==> src/rtl/fb_pixel_writer_if.sv <==
// Bus interfaces for fb_pixel_writer.
//   fb_pixel_if : rasterizer pixel stream (master = rasterizer, slave = writer)
//   fb_mem_if   : framebuffer write port  (master = writer, slave = memory)
interface fb_pixel_if;
  logic       in_valid;
  logic       in_ready;
  logic [9:0] in_x;
  logic [8:0] in_y;
  logic [7:0] in_red;
  logic [7:0] in_green;
  logic [7:0] in_blue;

  modport master (output in_valid, in_x, in_y, in_red, in_green, in_blue,
                  input  in_ready);
  modport slave  (input  in_valid, in_x, in_y, in_red, in_green, in_blue,
                  output in_ready);
endinterface

interface fb_mem_if #(
  parameter int ADDR_W = 19
);
  logic              mem_we;
  logic [ADDR_W-1:0] mem_addr;
  logic [23:0]       mem_wdata;
  logic              mem_ready;

  modport master (output mem_we, mem_addr, mem_wdata, input  mem_ready);
  modport slave  (input  mem_we, mem_addr, mem_wdata, output mem_ready);
endinterface

==> src/rtl/fb_pixel_writer.sv <==
// fb_pixel_writer: clips rasterizer pixels to the screen, converts (x, y) to a
// linear framebuffer address and writes packed RGB through a back-pressured
// write port, buffered by a small FIFO. A clear sequencer fills the whole
// framebuffer with a constant colour after draining pending pixels.
// Optional feature macro: FB_WRITER_CLIP_EN (bounds check + dropped_count).
module fb_pixel_writer #(
  parameter int SCREEN_WIDTH  = 640,
  parameter int SCREEN_HEIGHT = 480,
  parameter int FIFO_DEPTH    = 4,
  parameter int ADDR_W        = 19
) (
  input  logic        clk,
  input  logic        rst_n,
  fb_pixel_if.slave   pix,
  fb_mem_if.master    mem,
  input  logic        clear_start,
  input  logic [23:0] clear_color,
  output logic        busy,
  output logic [15:0] dropped_count
);

  localparam int PTR_W = $clog2(FIFO_DEPTH);
  localparam int CNT_W = PTR_W + 1;
  localparam logic [31:0]      WIDTH_U = 32'(SCREEN_WIDTH);
  localparam logic [31:0]      TOTAL_U = 32'(SCREEN_WIDTH * SCREEN_HEIGHT);
  localparam logic [CNT_W-1:0] DEPTH_C = CNT_W'(FIFO_DEPTH);
  localparam logic [CNT_W-1:0] CNT_0   = CNT_W'(0);

  typedef enum logic [1:0] {
    ST_RUN   = 2'd0,
    ST_DRAIN = 2'd1,
    ST_CLEAR = 2'd2
  } state_t;

  // Linear address y*W + x, computed at 32 bits then truncated to ADDR_W.
  function automatic logic [ADDR_W-1:0] lin_addr(input logic [9:0] x, input logic [8:0] y);
    logic [31:0] full;
    full = 32'(y) * WIDTH_U + 32'(x);
    return ADDR_W'(full);
  endfunction

  state_t            state_r;
  state_t            state_nxt_s;
  logic              ready_en_r;
  logic              in_ready_s;
  logic              accept_s;
  logic              in_range_s;
  logic              push_s;
  logic              pop_s;
  logic              load_s;
  logic              drained_s;
  logic              clear_done_s;

  logic [ADDR_W-1:0] fifo_addr_r [FIFO_DEPTH];
  logic [23:0]       fifo_data_r [FIFO_DEPTH];
  logic [PTR_W-1:0]  wr_ptr_r;
  logic [PTR_W-1:0]  rd_ptr_r;
  logic [CNT_W-1:0]  count_r;

  logic              mem_we_r;
  logic [ADDR_W-1:0] mem_addr_r;
  logic [23:0]       mem_wdata_r;
  logic [31:0]       clr_addr_r;
  logic [23:0]       clr_color_r;

  // Handshake, FIFO push/pop and sequencing qualifiers.
  always_comb begin
    in_ready_s = ready_en_r && (state_r == ST_RUN) && (count_r < DEPTH_C);
    accept_s   = pix.in_valid && in_ready_s;
`ifdef FB_WRITER_CLIP_EN
    in_range_s = (32'(pix.in_x) < WIDTH_U) && (32'(pix.in_y) < 32'(SCREEN_HEIGHT));
`else
    in_range_s = 1'b1;
`endif
    push_s       = accept_s && in_range_s;
    load_s       = !mem_we_r || mem.mem_ready;
    pop_s        = load_s && (state_r != ST_CLEAR) && (count_r != CNT_0);
    drained_s    = (count_r == CNT_0) && !mem_we_r;
    clear_done_s = (state_r == ST_CLEAR) && (clr_addr_r == TOTAL_U) && load_s;
  end

  assign pix.in_ready  = in_ready_s;
  assign mem.mem_we    = mem_we_r;
  assign mem.mem_addr  = mem_addr_r;
  assign mem.mem_wdata = mem_wdata_r;
  assign busy          = (count_r != CNT_0) || mem_we_r || (state_r != ST_RUN);

  // Holds in_ready low during reset and enables it from the first cycle after.
  always_ff @(posedge clk or negedge rst_n) begin
    if (!rst_n) ready_en_r <= 1'b0;
    else        ready_en_r <= 1'b1;
  end

  // FSM state register.
  always_ff @(posedge clk or negedge rst_n) begin
    if (!rst_n) state_r <= ST_RUN;
    else        state_r <= state_nxt_s;
  end

  // FSM next-state: a clear waits for every queued pixel to be written first.
  always_comb begin
    state_nxt_s = state_r;
    case (state_r)
      ST_RUN:   if (clear_start)  state_nxt_s = ST_DRAIN; else state_nxt_s = ST_RUN;
      ST_DRAIN: if (drained_s)    state_nxt_s = ST_CLEAR; else state_nxt_s = ST_DRAIN;
      ST_CLEAR: if (clear_done_s) state_nxt_s = ST_RUN;   else state_nxt_s = ST_CLEAR;
      default:  state_nxt_s = ST_RUN;
    endcase
  end

  // Pixel FIFO storage and pointers.
  always_ff @(posedge clk or negedge rst_n) begin
    if (!rst_n) begin
      for (int i = 0; i < FIFO_DEPTH; i++) begin
        fifo_addr_r[i] <= '0;
        fifo_data_r[i] <= 24'h0;
      end
      wr_ptr_r <= PTR_W'(0);
      rd_ptr_r <= PTR_W'(0);
      count_r  <= CNT_0;
    end else begin
      if (push_s) begin
        fifo_addr_r[wr_ptr_r] <= lin_addr(pix.in_x, pix.in_y);
        fifo_data_r[wr_ptr_r] <= {pix.in_red, pix.in_green, pix.in_blue};
        wr_ptr_r              <= wr_ptr_r + PTR_W'(1);
      end
      if (pop_s) begin
        rd_ptr_r <= rd_ptr_r + PTR_W'(1);
      end
      case ({push_s, pop_s})
        2'b10:   count_r <= count_r + CNT_W'(1);
        2'b01:   count_r <= count_r - CNT_W'(1);
        default: count_r <= count_r;
      endcase
    end
  end

  // Write-port register: refills from the FIFO head or the clear sequencer
  // whenever the slot is empty or its write completes; holds while stalled.
  always_ff @(posedge clk or negedge rst_n) begin
    if (!rst_n) begin
      mem_we_r    <= 1'b0;
      mem_addr_r  <= '0;
      mem_wdata_r <= 24'h0;
    end else if (load_s) begin
      case (state_r)
        ST_CLEAR: begin
          if (clr_addr_r < TOTAL_U) begin
            mem_we_r    <= 1'b1;
            mem_addr_r  <= clr_addr_r[ADDR_W-1:0];
            mem_wdata_r <= clr_color_r;
          end else begin
            mem_we_r <= 1'b0;
          end
        end
        default: begin
          if (count_r != CNT_0) begin
            mem_we_r    <= 1'b1;
            mem_addr_r  <= fifo_addr_r[rd_ptr_r];
            mem_wdata_r <= fifo_data_r[rd_ptr_r];
          end else begin
            mem_we_r <= 1'b0;
          end
        end
      endcase
    end
  end

  // Clear sequencer: latches the colour and walks addresses 0..W*H-1.
  always_ff @(posedge clk or negedge rst_n) begin
    if (!rst_n) begin
      clr_addr_r  <= 32'h0;
      clr_color_r <= 24'h0;
    end else begin
      if ((state_r == ST_RUN) && clear_start) begin
        clr_color_r <= clear_color;
      end
      if ((state_r == ST_DRAIN) && drained_s) begin
        clr_addr_r <= 32'h0;
      end else if ((state_r == ST_CLEAR) && load_s && (clr_addr_r < TOTAL_U)) begin
        clr_addr_r <= clr_addr_r + 32'h1;
      end
    end
  end

`ifdef FB_WRITER_CLIP_EN
  logic [15:0] dropped_r;

  // Saturating count of pixels consumed but discarded by the clip test.
  always_ff @(posedge clk or negedge rst_n) begin
    if (!rst_n) begin
      dropped_r <= 16'h0;
    end else if (accept_s && !in_range_s && (dropped_r != 16'hFFFF)) begin
      dropped_r <= dropped_r + 16'h1;
    end
  end

  assign dropped_count = dropped_r;
`else
  assign dropped_count = 16'h0;
`endif

endmodule

==> src/flat_wrapper.sv <==
// flat-port wrapper written by rule: the top's interface ports become plain ports
module fb_pixel_writer_flat 
#(
  parameter int SCREEN_WIDTH  = 640,
  parameter int SCREEN_HEIGHT = 480,
  parameter int FIFO_DEPTH    = 4,
  parameter int ADDR_W        = 19
)
  (clk, rst_n, clear_start, clear_color, busy, dropped_count, pix_in_valid, pix_in_x, pix_in_y, pix_in_red, pix_in_green, pix_in_blue, pix_in_ready, mem_mem_we, mem_mem_addr, mem_mem_wdata, mem_mem_ready);
  fb_pixel_if pix_i ();
  fb_mem_if #(.ADDR_W(ADDR_W)) mem_i ();
  input  logic clk;
  input  logic rst_n;
  input  logic clear_start;
  input  logic [23:0] clear_color;
  output logic busy;
  output logic [15:0] dropped_count;
  input wire logic [$bits(pix_i.in_valid)-1:0] pix_in_valid;
  input wire logic [$bits(pix_i.in_x)-1:0] pix_in_x;
  input wire logic [$bits(pix_i.in_y)-1:0] pix_in_y;
  input wire logic [$bits(pix_i.in_red)-1:0] pix_in_red;
  input wire logic [$bits(pix_i.in_green)-1:0] pix_in_green;
  input wire logic [$bits(pix_i.in_blue)-1:0] pix_in_blue;
  output wire logic [$bits(pix_i.in_ready)-1:0] pix_in_ready;
  output wire logic [$bits(mem_i.mem_we)-1:0] mem_mem_we;
  output wire logic [$bits(mem_i.mem_addr)-1:0] mem_mem_addr;
  output wire logic [$bits(mem_i.mem_wdata)-1:0] mem_mem_wdata;
  input wire logic [$bits(mem_i.mem_ready)-1:0] mem_mem_ready;
  assign pix_i.in_valid = pix_in_valid;
  assign pix_i.in_x = pix_in_x;
  assign pix_i.in_y = pix_in_y;
  assign pix_i.in_red = pix_in_red;
  assign pix_i.in_green = pix_in_green;
  assign pix_i.in_blue = pix_in_blue;
  assign pix_in_ready = pix_i.in_ready;
  assign mem_mem_we = mem_i.mem_we;
  assign mem_mem_addr = mem_i.mem_addr;
  assign mem_mem_wdata = mem_i.mem_wdata;
  assign mem_i.mem_ready = mem_mem_ready;
  fb_pixel_writer #(.SCREEN_WIDTH(SCREEN_WIDTH), .SCREEN_HEIGHT(SCREEN_HEIGHT), .FIFO_DEPTH(FIFO_DEPTH), .ADDR_W(ADDR_W)) u_core (.clk(clk), .rst_n(rst_n), .pix(pix_i), .mem(mem_i), .clear_start(clear_start), .clear_color(clear_color), .busy(busy), .dropped_count(dropped_count));
endmodule
==> config.mk <==
export PLATFORM = sky130hd
export DESIGN_NAME = fb_pixel_writer_flat
export DESIGN_NICKNAME = d
export VERILOG_FILES = /design/src/rtl/fb_pixel_writer_if.sv /design/src/rtl/fb_pixel_writer.sv /design/src/flat_wrapper.sv
export SDC_FILE = /design/constraint.sdc
export NUM_CORES = 1
export LEC_CHECK = 0
export BUFFER_PORTS_ARGS = -buffer_cell sky130_fd_sc_hd__buf_2
export CAP_MARGIN = 20
export CORE_UTILIZATION = 30
export DETAILED_ROUTE_END_ITERATION = 16
export PLACE_DENSITY = 0.47
export SYNTH_ARGS = -nofsm -noshare
export SYNTH_HDL_FRONTEND = slang
export SYNTH_SLANG_ARGS = --single-unit
export TNS_END_PERCENT = 5
==> constraint.sdc <==
create_clock -name clk -period 2.7 [get_ports clk]
set_input_delay 0.27 -clock clk [delete_from_list [all_inputs] [get_ports clk]]
set_output_delay 0.27 -clock clk [all_outputs]
set_load 0.01 [all_outputs]
## Word-level counts from Yosys, hierarchy flattened

Cells that the tools add are included.

- Output and inout bits: 62
- Input port bits: 72
- Logic and storage cells: 92
- Flip-flop bits (word level): 282

- Bitwise gates (word level): 2
- Multiply operators: 1
- Magnitude comparators: 5
- Add/subtract/negate cells: 6
- Equality and inequality tests: 7
- Mux-type cells: 28
- Reductions and logical operators: 25

Operators by type and width:

| operator | count |
|---|---|
| $mux 24 | 6 |
| $mux 19 | 6 |
| $bwmux 96 | 1 |
| $bwmux 76 | 1 |
| $mux 32 | 2 |
| $bmux 24 s2 | 1 |
| $demux 24 s2 | 1 |
| $bmux 19 s2 | 1 |
| $demux 19 s2 | 1 |
| $add 32x1->32 const B | 1 |
| $eq 32x19->1 const B | 1 |
| $lt 32x19->1 const B | 1 |
| $add 19x10->19 | 1 |
| $logic_and 1x1->1 | 13 |
| $mul 9x3->12 const B | 1 |
| $reduce_bool 2->1 | 4 |
| $ge 3x3->1 const B | 2 |
| $not 2->3 | 2 |
| $pmux 2 s3 | 1 |
| $pmux 3 s2 | 1 |
| $add 2x1->2 const B | 2 |
| $eq 2x1->1 const B | 2 |
| $eq 2x2->1 const B | 2 |
| $mux 1 | 4 |
| other kinds (12) | 16 |

## Longest topological paths before layout

Gate-level depths: netlist of run 1.

- Depth in word-level cells: 6
- Gate-level depth with buffers: 10
- Mapped depth without buffers: 9

## Worst setup path after synthesis of run 1

Ideal clock, no wire load.

- Path type: input -> register
- From: in pix_in_y[1]
- To: reg u_core.fifo_addr_r[17] in the netlist's numbering
- Library setup time: 125 ps
- Setup slack: 10 ps
- Arrival time: 2,565 ps
- Cell stages on the path: 9
- Data required time: 2,575 ps
- Path through: ha_1 > ha_1 > fa_1 > a21o_1 > a221oi_1 > xnor2_1 > nand4_1 > xnor2_1 > mux2_2

- Word-level cells in the longest chain between the ends: 3

RTL lines:

| item | line | text |
|---|---|---|
| start: declaration | flat_wrapper.sv:20 | `input wire logic [$bits(pix_i.in_y)-1:0] pix_in_y;` |
| $mul 9x3->12 | fb_pixel_writer.sv:38 | `full = 32'(y) * WIDTH_U + 32'(x);` |
| $add 19x10->19 | fb_pixel_writer.sv:38 |  |
| $bwmux 76 | fb_pixel_writer.sv:123 | `fifo_addr_r[wr_ptr_r] <= lin_addr(pix.in_x, pix.in_y);` |
| end signal: indexed assignment | fb_pixel_writer.sv:123 |  |
| end: declaration | fb_pixel_writer.sv:54 | `logic [ADDR_W-1:0] fifo_addr_r [FIFO_DEPTH];` |

No other way between the ends.
A chain may end at the register's enable or synchronous reset.

## Worst setup path in the final report of run 1

- From: reg u_core.clr_addr_r[27]
- To: reg u_core.clr_addr_r[17]

- Word-level cells in the longest chain between the ends: 3

RTL lines:

| item | line | text |
|---|---|---|
| start: declaration | fb_pixel_writer.sv:63 | `logic [31:0] clr_addr_r;` |
| start signal: assignment | fb_pixel_writer.sv:181 | `clr_addr_r <= clr_addr_r + 32'h1;` |
| $lt 32x19->1 | fb_pixel_writer.sv:180 | `end else if ((state_r == ST_CLEAR) && load_s && (clr_addr_r < TOTAL_U)) begin` |
| $logic_and 1x1->1 | fb_pixel_writer.sv:180 |  |
| $reduce_bool 2->1 (no line) | n/a |  |

No other way between the ends.

==> summary.md, run 1 <==
| Metric | Value |
|---|---|
| Warnings from Yosys | `0` |
| Vias | `8581` |
| First-pass GRT wire length | `51400 um` |
| Die Wd | `211 um` |
| Hold crit path type | `in -> reg` |
| CTS clk-pin slew, worst paths | `0.06 ns` |
| H-tree levels | `1` |
| Synth cell types | `55` |
| Crit end category | `register` |
| N_diodes | `0` |
| Fin Hold WS | `0.0260 ns` |
| Final worst slack | `0.283 ns` |
| Layout cells sized above 1 | `33.4%` |
| Critical Path RT | `3.14 ns` |
| DIE AREA | `44300 sq um` |
| Pleak | `7.47 nW` |
| Post-CTS Setup Inserts | `0` |
| Post-DP HPWL | `20400 um` |
| Worst slew pin tran | `0.688 ns` |
| Syn_area_per_cell | `12.4 sq um` |
| Root buffer cell | `clkbuf_16` |
| Most frequent cells in the layout | `dfrtp_1 (280), mux2_2 (156), nand2_1 (139)` |
| Combinational power share | `27.1%` |
| Port bufs | `117` |
| Post-Synthesis Cells | `1050` |
| Pre-CTS setup slack | `-0.125 ns` |
| Seq/Total Area, Yosys | `54.1%` |
| DRT Pass-1 Iters | `5` |
| Setup Skew | `0.0106 ns` |
| Crit Path Class | `reg -> reg` |
| CTS Sinks | `282` |
| Final setup vio count | `0` |
| Die H | `211 um` |
| TritonCTS Buffers | `31` |
| Final slew viol count | `0` |
| Power per cell area | `901 nW/um^2` |
| Commonest non-fill, non-tap cell in the layout | `dfrtp_1` |
| Synth Register Bits | `282` |
| Syn-to-layout area delta | `22.6%` |
| Initial antenna violation count | `2` |
| Routed vias/inst | `4.67` |
| Total Routing Usage GR | `14.5%` |
| P_int | `0.0101 W` |
| Ports | `134` |
| Core Area | `43000 sq um` |
| Initial core utilization | `30.3%` |
| Post-synth ARST share | `100%` |
| Detailed Route WL | `31400 um` |
| Clock network fraction of total power | `29.0%` |
| Clk Latency, worst-skew pair | `0.56 ns` |
| CTS tree | `built` |
| Final GP Congestion | `0.732` |
| Status | `finished, final reports clean` |
| Rel. slew slack | `53.7%` |
| Tcrit/Tclk final | `89.5%` |
| Fmax | `0.414 GHz` |
| Net Sw Frac | `30.1%` |
| Arrival time worst endpoint | `2.85 ns` |
| Std cell rows | `76` |
| Post-route design area | `16000 sq um` |
| Global route overflow | `0` |
| Layout Nets | `1333` |
| Vias in the first global route | `8900` |
| Final Non-Filler Cells | `1838` |
| Largest net degree at the start of global routing | `73` |
| CTS max path bufs | `3` |
| CP max FO | `10` |
| Fill cells | `4313` |
| Unrepaired setup endpoints after global routing | `false` |
| Iteration-0 DRC Markers | `446` |
| Final min period | `2.42 ns` |
| Final hold violation count | `0` |
| Max Cap Viol | `0` |
| Post-Place Cells | `1730` |
| Startpoint type of the worst setup path | `register` |
| Post-synth EDFFs | `0` |
| Synth Flop Type | `dfrtp_1` |
| Worst IR Drop VDD | `0.403 mV` |
| Netlist Area Pre-Place | `13000 sq um` |
| Seq pwr share | `43.9%` |
| WL/cell | `17.1 um` |
| DRC | `0` |
| Switch Pwr | `0.00433 W` |
| Placed cell areas | `14400 sq um` |
| Antenna Nets Post-Route | `0` |
[synth_stat cells (all sizes together) (8+ instances only)]
cell,number,share of area (%)
nor3,9,0.35
nand2,143,4.1
inv,13,0.37
xor2,18,1.2
nand3,11,0.42
nor2,69,2.0
mux2,156,13
mux4,43,7.4
dfrtp,282,54
ha,24,2.3
a31oi,45,2.2
buf,47,2.6
xnor2,16,1.1
clkbuf,30,0.87
nor4,8,0.50
nand4,11,0.58
o21ai,47,1.8
and2,16,0.80
[per-stage QoR]
step	setup TNS (ns)	utilization [%]	total power (W)
2_1_floorplan	0	-	0.00890
5_1_grt	0	37.2	0.0154
3_3_place_gp	-0.646	33.6	0.0102
4_1_cts	0	37.2	0.0147
6_report	0	37.2	0.0144
3_5_place_dp	-0.740	33.6	0.0103
[power by group through the flow]
stage	logic [W]	registers, W	clock network (W)
3_5_place_dp	0.00390	0.00643	0
3_3_place_gp	0.00384	0.00640	0
4_1_cts	0.00398	0.00636	0.00432
2_1_floorplan	0.00272	0.00618	0
6_report	0.00390	0.00633	0.00417
5_1_grt	0.00435	0.00652	0.00448
[registers in the layout (all words and copies together), names as in the netlist]
| signal | cells |
|---|---|
| u_core.clr_color_r | 24 |
| u_core.state_r | 2 |
| u_core.mem.mem_we | 1 |
| u_core.mem.mem_addr | 19 |
| u_core.wr_ptr_r | 2 |
| u_core.ready_en_r | 1 |
| u_core.fifo_data_r | 96 |
| u_core.mem.mem_wdata | 24 |
| u_core.fifo_addr_r | 76 |
| u_core.count_r | 3 |
| u_core.clr_addr_r | 32 |
| u_core.rd_ptr_r | 2 |
[logic make-up (layout without fill, tap and decap cells)]
group           Yosys count  count (layout)  synth area share [%]
other cells               2              17                0.0576
buf+inv                  90             278                  3.83
flops                   282             282                  54.1
fa+ha+maj                27              27                  2.76
xor+xnor                 34              34                  2.28
simple gates            300             300                  10.6
mux                     205             205                  21.4
compound gates          110             110                  4.96
[routing by layer]
layer / vias up / global-route usage, % / share of wire (%)
met1: 4355 / 21.1 / 49
met2: 132 / 23.1 / 46
met5: - / 0 / 0.070
met4: 4 / 2.90 / 1.3
met3: 37 / 2.26 / 3.9
li1: 4053 / - / -
[final cells by class]
class	count	area [sq um]	share of cell area (%)
Clock inverter	2	38.8	0.243
Clock buffer	50	967	6.05
Inverter	13	48.8	0.305
Sequential cell	282	7060	44.2
Multi-Input combinational cell	693	5560	34.8
Tap cell	585	732	4.58
Timing Repair Buffer	213	1580	9.89
[final timing paths]
path | slack (ns) | cells past startpoint | to | from
min | 0.03 | 3 | u_core.state_r[0]$_DFF_PN0_ | clear_start
min in group asynchronous | 0.28 | 2 | u_core.mem.mem_wdata[20]$_DFFE_PN0P_ | rst_n
min reg2reg | 0.47 | 2 | u_core.fifo_addr_r[66]$_DFFE_PN0P_ | u_core.fifo_addr_r[66]$_DFFE_PN0P_
max | 0.28 | 6 | u_core.clr_addr_r[17]$_DFFE_PN0P_ | u_core.clr_addr_r[27]$_DFFE_PN0P_
max reg2reg | 0.28 | 6 | u_core.clr_addr_r[17]$_DFFE_PN0P_ | u_core.clr_addr_r[27]$_DFFE_PN0P_
max in group asynchronous | 1.56 | 3 | u_core.fifo_addr_r[36]$_DFFE_PN0P_ | rst_n
[critical path: stages, from the launching register on]
cell and delay [ns]:
dfrtp_1 0.38, or4_4 0.55, nor4_4 0.40, nand4_2 0.33, nor4_1 0.42, xnor2_1 0.16
nor2_1 0.05
[repair_timing]
| action | CTS | global route |
|---|---|---|
| hold buffers | 56 | 0 |
| gates resized for setup | 0 | 0 |
| hold endpoints to repair | 214 | 0 |
No activity file was read; power rests on OpenSTA's default activity.
==> run 2, diff against run 1 <==
==> constraint.sdc (replaced) <==
create_clock -name clk -period 2.55 [get_ports clk]
set_input_delay 0.255 -clock clk [delete_from_list [all_inputs] [get_ports clk]]
set_output_delay 0.255 -clock clk [all_outputs]
set_load 0.01 [all_outputs]
==> summary.md, run 2 (synthesis results as in run 1) <==
| Metric | Value |
|---|---|
| Status | `finished, final reports clean (unchanged)` |
| Detailed Route WL | `31200 um (was 31400 um)` |
| Global route overflow | `0 (unchanged)` |
| Post-route design area | `16200 sq um (was 16000 sq um)` |
| Critical path endpoint | `u_core.mem.mem_wdata[11]$_DFFE_PN0P_ (was u_core.clr_addr_r[17]$_DFFE_PN0P_)` |
| Largest net degree at the start of global routing | `68 (was 73)` |
| DRC | `0 (unchanged)` |
| Hold crit path type | `in -> reg (unchanged)` |
| Power per cell area | `978 nW/um^2 (was 901 nW/um^2)` |
| Die Wd | `211 um (unchanged)` |
| Ports | `134 (unchanged)` |
| Syn-to-layout area delta | `24.2% (was 22.6%)` |
| Iteration-0 DRC Markers | `369 (was 446)` |
| Crit Path Class | `reg -> reg (unchanged)` |
| Final core occ | `37.7% (was 37.2%)` |
| Worst IR Drop VDD | `0.395 mV (was 0.403 mV)` |
| Met1 Use GR | `20.7% (was 21.1%)` |
| Most frequent cells in the layout | `dfrtp_1 (280), mux2_2 (156), nand2_1 (139) (unchanged)` |
| Met3 usage | `2.74% (was 2.26%)` |
| Final min period | `2.36 ns (was 2.42 ns)` |
| Fill cells | `4288 (was 4313)` |
| Tot Pwr | `0.0158 W (was 0.0144 W)` |
| DIE AREA | `44300 sq um (unchanged)` |
| Max reg flops | `96 (unchanged)` |
| CTS max path bufs | `3 (unchanged)` |
| Largest register by flop count | `u_core.fifo_data_r (unchanged)` |
| Final setup vio count | `0 (unchanged)` |
| PostCTS Resize Cnt | `0 (unchanged)` |
| First-pass GRT wire length | `50400 um (was 51400 um)` |
| CP max FO | `34 (was 10)` |
| Setup Skew | `0.0165 ns (was 0.0106 ns)` |
| Worst r2r src | `u_core.clr_addr_r[30]$_DFFE_PN0P_ (was u_core.clr_addr_r[27]$_DFFE_PN0P_)` |
| Unrepaired setup endpoints after global routing | `false (unchanged)` |
| Largest regs | `u_core.fifo_data_r: 96 flops, u_core.fifo_addr_r: 76 flops, u_core.clr_addr_r: 32 flops (unchanged)` |
| Final GP Congestion | `0.747 (was 0.732)` |
| Antenna Nets Post-Route | `0 (unchanged)` |
| R2R depth | `8 (was 6)` |
| GRT met2 Usage | `22.7% (was 23.1%)` |
| Total Routing Usage GR | `14.5% (about the same)` |
| Std cell rows | `76 (unchanged)` |
| Hold Path Depth | `2 (was 3)` |
| Final worst slack | `0.185 ns (was 0.283 ns)` |
| Clk Latency, worst-skew pair | `0.52 ns (was 0.56 ns)` |
| Layout Nets | `1341 (was 1333)` |
| CTS Sinks | `282 (unchanged)` |
| Initial antenna violation count | `2 (unchanged)` |
| Layout cells sized above 1 | `34.8% (was 33.4%)` |
| Rel. slew slack | `62.5% (was 53.7%)` |
| Vias in the first global route | `8923 (was 8900)` |
| FF/Latch Area | `7060 sq um (unchanged)` |
| Pre-CTS setup slack | `-0.153 ns (was -0.125 ns)` |
| TritonCTS Buffers | `35 (was 31)` |
| GRT busiest layer | `met2 (unchanged)` |
| H-tree levels | `2 (was 1)` |
| Routed vias/inst | `4.63 (was 4.67)` |
| Port bufs | `117 (unchanged)` |
| WL/cell | `16.8 um (was 17.1 um)` |
| CTS clk-pin slew, worst paths | `0.06 ns (about the same)` |
| Crit end category | `register (unchanged)` |
| Placed cell areas | `14600 sq um (was 14400 sq um)` |
| Worst slew pin tran | `0.558 ns (was 0.688 ns)` |
| Root buffer cell | `clkbuf_16 (unchanged)` |
| Vias | `8578 (was 8581)` |
| Arrival time worst endpoint | `2.80 ns (was 2.85 ns)` |
| Max Cap Viol | `0 (unchanged)` |
| Die H | `211 um (unchanged)` |
| Tcrit/Tclk final | `92.7% (was 89.5%)` |
| DRT Pass-1 Iters | `4 (was 5)` |
| Final slew viol count | `0 (unchanged)` |
| Pleak | `7.58 nW (was 7.47 nW)` |
| Post-DP HPWL | `20700 um (was 20400 um)` |
| Commonest non-fill, non-tap cell in the layout | `dfrtp_1 (unchanged)` |
| CTS tree | `built (unchanged)` |
| Critical Path RT | `2.99 ns (was 3.14 ns)` |
| Worst setup startpoint | `u_core.clr_addr_r[30]$_DFFE_PN0P_ (was u_core.clr_addr_r[27]$_DFFE_PN0P_)` |
| Worst R2R End | `u_core.mem.mem_wdata[11]$_DFFE_PN0P_ (was u_core.clr_addr_r[17]$_DFFE_PN0P_)` |
| Fmax | `0.423 GHz (was 0.414 GHz)` |
| Final hold violation count | `0 (unchanged)` |
| R2r setup slk | `0.19 ns (was 0.28 ns)` |
| Startpoint type of the worst setup path | `register (unchanged)` |
| Core Area | `43000 sq um (unchanged)` |
| Initial core utilization | `30.3% (unchanged)` |
| Multi-input logic area | `5570 sq um (was 5560 sq um)` |
-- run 2: metrics by stage --
stage	setup TNS, ns	hold slack (ns)	std cells
2_1_floorplan	0	-0.0406	1065
6_report	0	0.0227	1853
3_3_place_gp	-1.08	0.239	1742
5_1_grt	0	0.00561	1853
3_5_place_dp	-1.24	0.240	1742
4_1_cts	0	0.000601	1852
-- run 2: how the worst min path moves through the flow --
stage,from,end,slack [ns]
4_1_cts,pix_in_x[5],u_core.fifo_addr_r[62]$_DFFE_PN0P_,0.0006
3_5_place_dp,rst_n,u_core.fifo_data_r[19]$_DFFE_PN0P_,0.24
5_1_grt,pix_in_x[5],u_core.fifo_addr_r[62]$_DFFE_PN0P_,0.006
6_report,pix_in_x[5],u_core.fifo_addr_r[62]$_DFFE_PN0P_,0.02
2_1_floorplan,rst_n,u_core.clr_addr_r[0]$_DFFE_PN0P_,-0.04
3_3_place_gp,rst_n,u_core.fifo_data_r[19]$_DFFE_PN0P_,0.24
-- run 2: repair_timing --
item | in CTS | in global routing
hold buffers | 48 | 0
setup buffers | 0 | 0
hold endpoints to repair | 157 | 0
-- run 2: area by class of cell --
type / instances / area share (%)
sequential: 282 / 43.6
clock buffer: 52 / 6.43
clock inverter: 10 / 0.765
timing repair buffer: 217 / 9.98
inverter: 13 / 0.301
multi-input combinational: 693 / 34.4
antenna: 1 / 0.0154
tap: 585 / 4.52
-- run 2: metal layers --
metal / routed length, um / vias up
met5: 17 / -
met4: 350 / 2
met3: 1150 / 21
met2: 14500 / 132
met1: 15200 / 4335
li1: - / 4088
-- run 2: power breakdown --
group / switching (W) / internal (W) / total (W)
clock: 0.00194 / 0.00305 / 0.00499
sequential: 0.000822 / 0.00581 / 0.00663
combinational: 0.00198 / 0.00225 / 0.00423
-- run 2: critical path: stages, from the launching register on --
cell     delay (ns)
dfrtp_1        0.38
or4_1          0.59
nor4_4         0.32
buf_4          0.18
and3_1         0.17
or2_4          0.19
buf_12         0.20
nor2_1         0.06
a31oi_1        0.16
==> run 3, diff against run 2 <==
==> constraint.sdc (replaced) <==
create_clock -name clk -period 2.3 [get_ports clk]
set_input_delay 0.23 -clock clk [delete_from_list [all_inputs] [get_ports clk]]
set_output_delay 0.23 -clock clk [all_outputs]
set_load 0.01 [all_outputs]
==> summary.md, run 3 (synthesis results as in run 1) <==
| Metric | Value |
|---|---|
| Power per cell area | `1060 nW/um^2 (was 978 nW/um^2)` |
| Layout Nets | `1379 (was 1341)` |
| Die Wd | `211 um (unchanged)` |
| DRC | `0 (unchanged)` |
| Worst IR Drop VDD | `0.452 mV (was 0.395 mV)` |
| Final min period | `2.31 ns (was 2.36 ns)` |
| WL/cell | `17.0 um (was 16.8 um)` |
| Setup Skew | `0.00883 ns (was 0.0165 ns)` |
| Ports | `134 (unchanged)` |
| Max reg flops | `96 (unchanged)` |
| Crit end category | `register (unchanged)` |
| Delay-heaviest family, CP | `simple AND/OR/NAND/NOR gates (unchanged)` |
| First-pass GRT wire length | `50500 um (was 50400 um)` |
| R2R depth | `9 (was 8)` |
| Post-Place Cells | `1765 (was 1742)` |
| Max Cap Viol | `0 (unchanged)` |
| Final worst slack | `-0.0119 ns (was 0.185 ns)` |
| Fmax | `0.433 GHz (was 0.423 GHz)` |
| Placed cell areas | `14800 sq um (was 14600 sq um)` |
| Largest regs | `u_core.fifo_data_r: 96 flops, u_core.fifo_addr_r: 76 flops, u_core.clr_addr_r: 32 flops (unchanged)` |
| P_int | `0.0126 W (was 0.0111 W)` |
| Tcrit/Tclk final | `101% (was 92.7%)` |
| DIE AREA | `44300 sq um (unchanged)` |
| Startpoint type of the worst setup path | `register (unchanged)` |
| Worst slew pin tran | `0.537 ns (was 0.558 ns)` |
| CTS clk-pin slew, worst paths | `0.06 ns (about the same)` |
| Violated checks | `negative setup slack` |
| Rel. slew slack | `64.2% (was 62.5%)` |
| Hold crit path type | `in -> reg (unchanged)` |
| Clock network fraction of total power | `30.3% (was 31.5%)` |
| Final hold violation count | `0 (unchanged)` |
| Post-route design area | `16800 sq um (was 16200 sq um)` |
| Critical path's largest stage delay | `0.55 ns (was 0.59 ns)` |
| Vias | `8705 (was 8578)` |
| Die H | `211 um (unchanged)` |
| Port bufs | `117 (unchanged)` |
| Pleak | `7.83 nW (was 7.58 nW)` |
| DRT Pass-1 Iters | `4 (unchanged)` |
| Seq pwr share | `41.3% (was 41.8%)` |
| CTS tree | `built (unchanged)` |
| Total Routing Usage GR | `14.3% (was 14.5%)` |
| Post-DP HPWL | `21100 um (was 20700 um)` |
| Initial antenna violation count | `3 (was 2)` |
| CP max FO | `8 (was 34)` |
| Iteration-0 DRC Markers | `390 (was 369)` |
| Clk Latency, worst-skew pair | `0.55 ns (was 0.52 ns)` |
| Critical Path RT | `2.76 ns (was 2.99 ns)` |
| Initial core utilization | `30.3% (unchanged)` |
| Fill cells | `4231 (was 4288)` |
| Arrival time worst endpoint | `2.78 ns (was 2.80 ns)` |
| Crit-path cells | `or4_4, nor4_4, buf_4, and3_4, or2_4, buf_6, buf_12, nor2_1, a31oi_1 (was or4_1, nor4_4, buf_4, and3_1, or2_4, buf_12, nor2_1, a31oi_1)` |
| Final slew viol count | `0 (unchanged)` |
| Antenna Nets Post-Route | `0 (unchanged)` |
| Net Sw Frac | `29.5% (was 29.9%)` |
| CP Depth | `9 (was 8)` |
| Root buffer cell | `clkbuf_16 (unchanged)` |
| Global route overflow | `0 (unchanged)` |
| CTS Sinks | `282 (unchanged)` |
| Unrepaired setup endpoints after global routing | `true (was false)` |
| Status | `finished, violations left (was finished, final reports clean)` |
| Layout cells sized above 1 | `37.6% (was 34.8%)` |
| Final setup vio count | `2 (was 0)` |
| Hold Path Depth | `2 (unchanged)` |
| Core Area | `43000 sq um (unchanged)` |
| Syn-to-layout area delta | `28.5% (was 24.2%)` |
| WP buf/inv | `3 (was 2)` |
| Crit Path Class | `reg -> reg (unchanged)` |
| Std cell rows | `76 (unchanged)` |
| Final GP Congestion | `0.727 (was 0.747)` |
| Largest net degree at the start of global routing | `70 (was 68)` |
| Critical path's slowest cell | `or4_4 (was or4_1)` |
| CTS max path bufs | `3 (unchanged)` |
| Switch Pwr | `0.00525 W (was 0.00474 W)` |
| Detailed Route WL | `32100 um (was 31200 um)` |
| Largest register by flop count | `u_core.fifo_data_r (unchanged)` |
| Combinational power share | `28.5% (was 26.7%)` |
| H-tree levels | `1 (was 2)` |
| Vias in the first global route | `8771 (was 8923)` |
| Most frequent cells in the layout | `dfrtp_1 (280), mux2_2 (155), nand2_1 (138) (was dfrtp_1 (280), mux2_2 (156), nand2_1 (139))` |
| Final Non-Filler Cells | `1891 (was 1853)` |
| Commonest non-fill, non-tap cell in the layout | `dfrtp_1 (unchanged)` |
| Routed vias/inst | `4.60 (was 4.63)` |
| TritonCTS Buffers | `31 (was 35)` |
==> run 3: changes by cell type in the layout (fill, tap and decap cells not counted), moves of 3 or more <==
cell / delta
buf_4: +21
dlygate4sd3_1: +8
buf_12: +5
clkbuf_1: -5
clkbuf_8: +5
buf_6: +3
bufinv_16: +3
ha_1: -3
nor3_1: -3
==> run 3: layer usage <==
layer,track usage (%),part of all wire (%),wire length [um]
met5,0,0.041,13
met4,3.00,1.6,524
met3,2.07,3.6,1140
met2,22.5,46,14700
met1,20.9,49,15700
==> run 3: cell type report <==
cell class	instances	area, sq um	area share [%]
flip-flops and latches	282	7060	42.1
multi-input cells	693	5670	33.9
repair buffers	259	2110	12.6
clock buffers	46	942	5.62
well taps	585	732	4.37
clock inverters	11	185	1.10
inverters	13	48.8	0.291
diodes	2	5.00	0.0299
==> run 3: power by group through the flow <==
stage / registers, W / clock network (W) / logic (W)
6_report: 0.00735 / 0.00538 / 0.00507
5_1_grt: 0.00755 / 0.00577 / 0.00560
4_1_cts: 0.00737 / 0.00555 / 0.00488
3_5_place_dp: 0.00746 / 0 / 0.00479
3_3_place_gp: 0.00741 / 0 / 0.00472
2_1_floorplan: 0.00725 / 0 / 0.00322
==> run 3: worst register-to-register path, delay by kind of cell, from the launching register on <==
kind,cells,cell delay [ns]
AO/OA/AOI/OAI,1,0.15
flip-flops,1,0.37
buffers and inverters,3,0.45
AND/OR/NAND/NOR,5,1.25
==> run 3: through the flow <==
step / power (W) / hold WS [ns] / util, % / worst slack [ns] / TNS (ns)
6_report: 0.0178 / 0.0271 / 39.0 / -0.0119 / -0.0186
5_1_grt: 0.0189 / 0.00463 / 39.0 / -0.115 / -4.76
3_3_place_gp: 0.0121 / 0.232 / 34.5 / -0.275 / -5.89
2_1_floorplan: 0.0105 / -0.0656 / - / -0.103 / -0.400
4_1_cts: 0.0178 / 0.00855 / 38.4 / -0.0384 / -0.157
3_5_place_dp: 0.0122 / 0.232 / 34.5 / -0.290 / -5.92
==> run 3: what timing repair did <==
item | CTS | global route
setup buffers | 0 | 6
resized for setup | 2 | 16
hold buffers | 56 | 0
gates cloned | 0 | 5
endpoints found under the setup margin | 27 | 60
pin swaps | 1 | 5
hold endpoints to repair | 203 | 0
==> run 3: worst paths after layout <==
kind / from / to / slack, ns
min in group asynchronous: rst_n / u_core.mem.mem_wdata[16]$_DFFE_PN0P_ / 0.23
max: u_core.clr_addr_r[23]$_DFFE_PN0P_ / u_core.mem.mem_wdata[22]$_DFFE_PN0P_ / -0.01
min: pix_in_red[7] / u_core.fifo_data_r[95]$_DFFE_PN0P_ / 0.03
max in group asynchronous: rst_n / u_core.fifo_data_r[30]$_DFFE_PN0P_ / 1.27
max reg2reg: u_core.clr_addr_r[23]$_DFFE_PN0P_ / u_core.mem.mem_wdata[22]$_DFFE_PN0P_ / -0.01
min reg2reg: u_core.clr_addr_r[30]$_DFFE_PN0P_ / u_core.clr_addr_r[30]$_DFFE_PN0P_ / 0.47
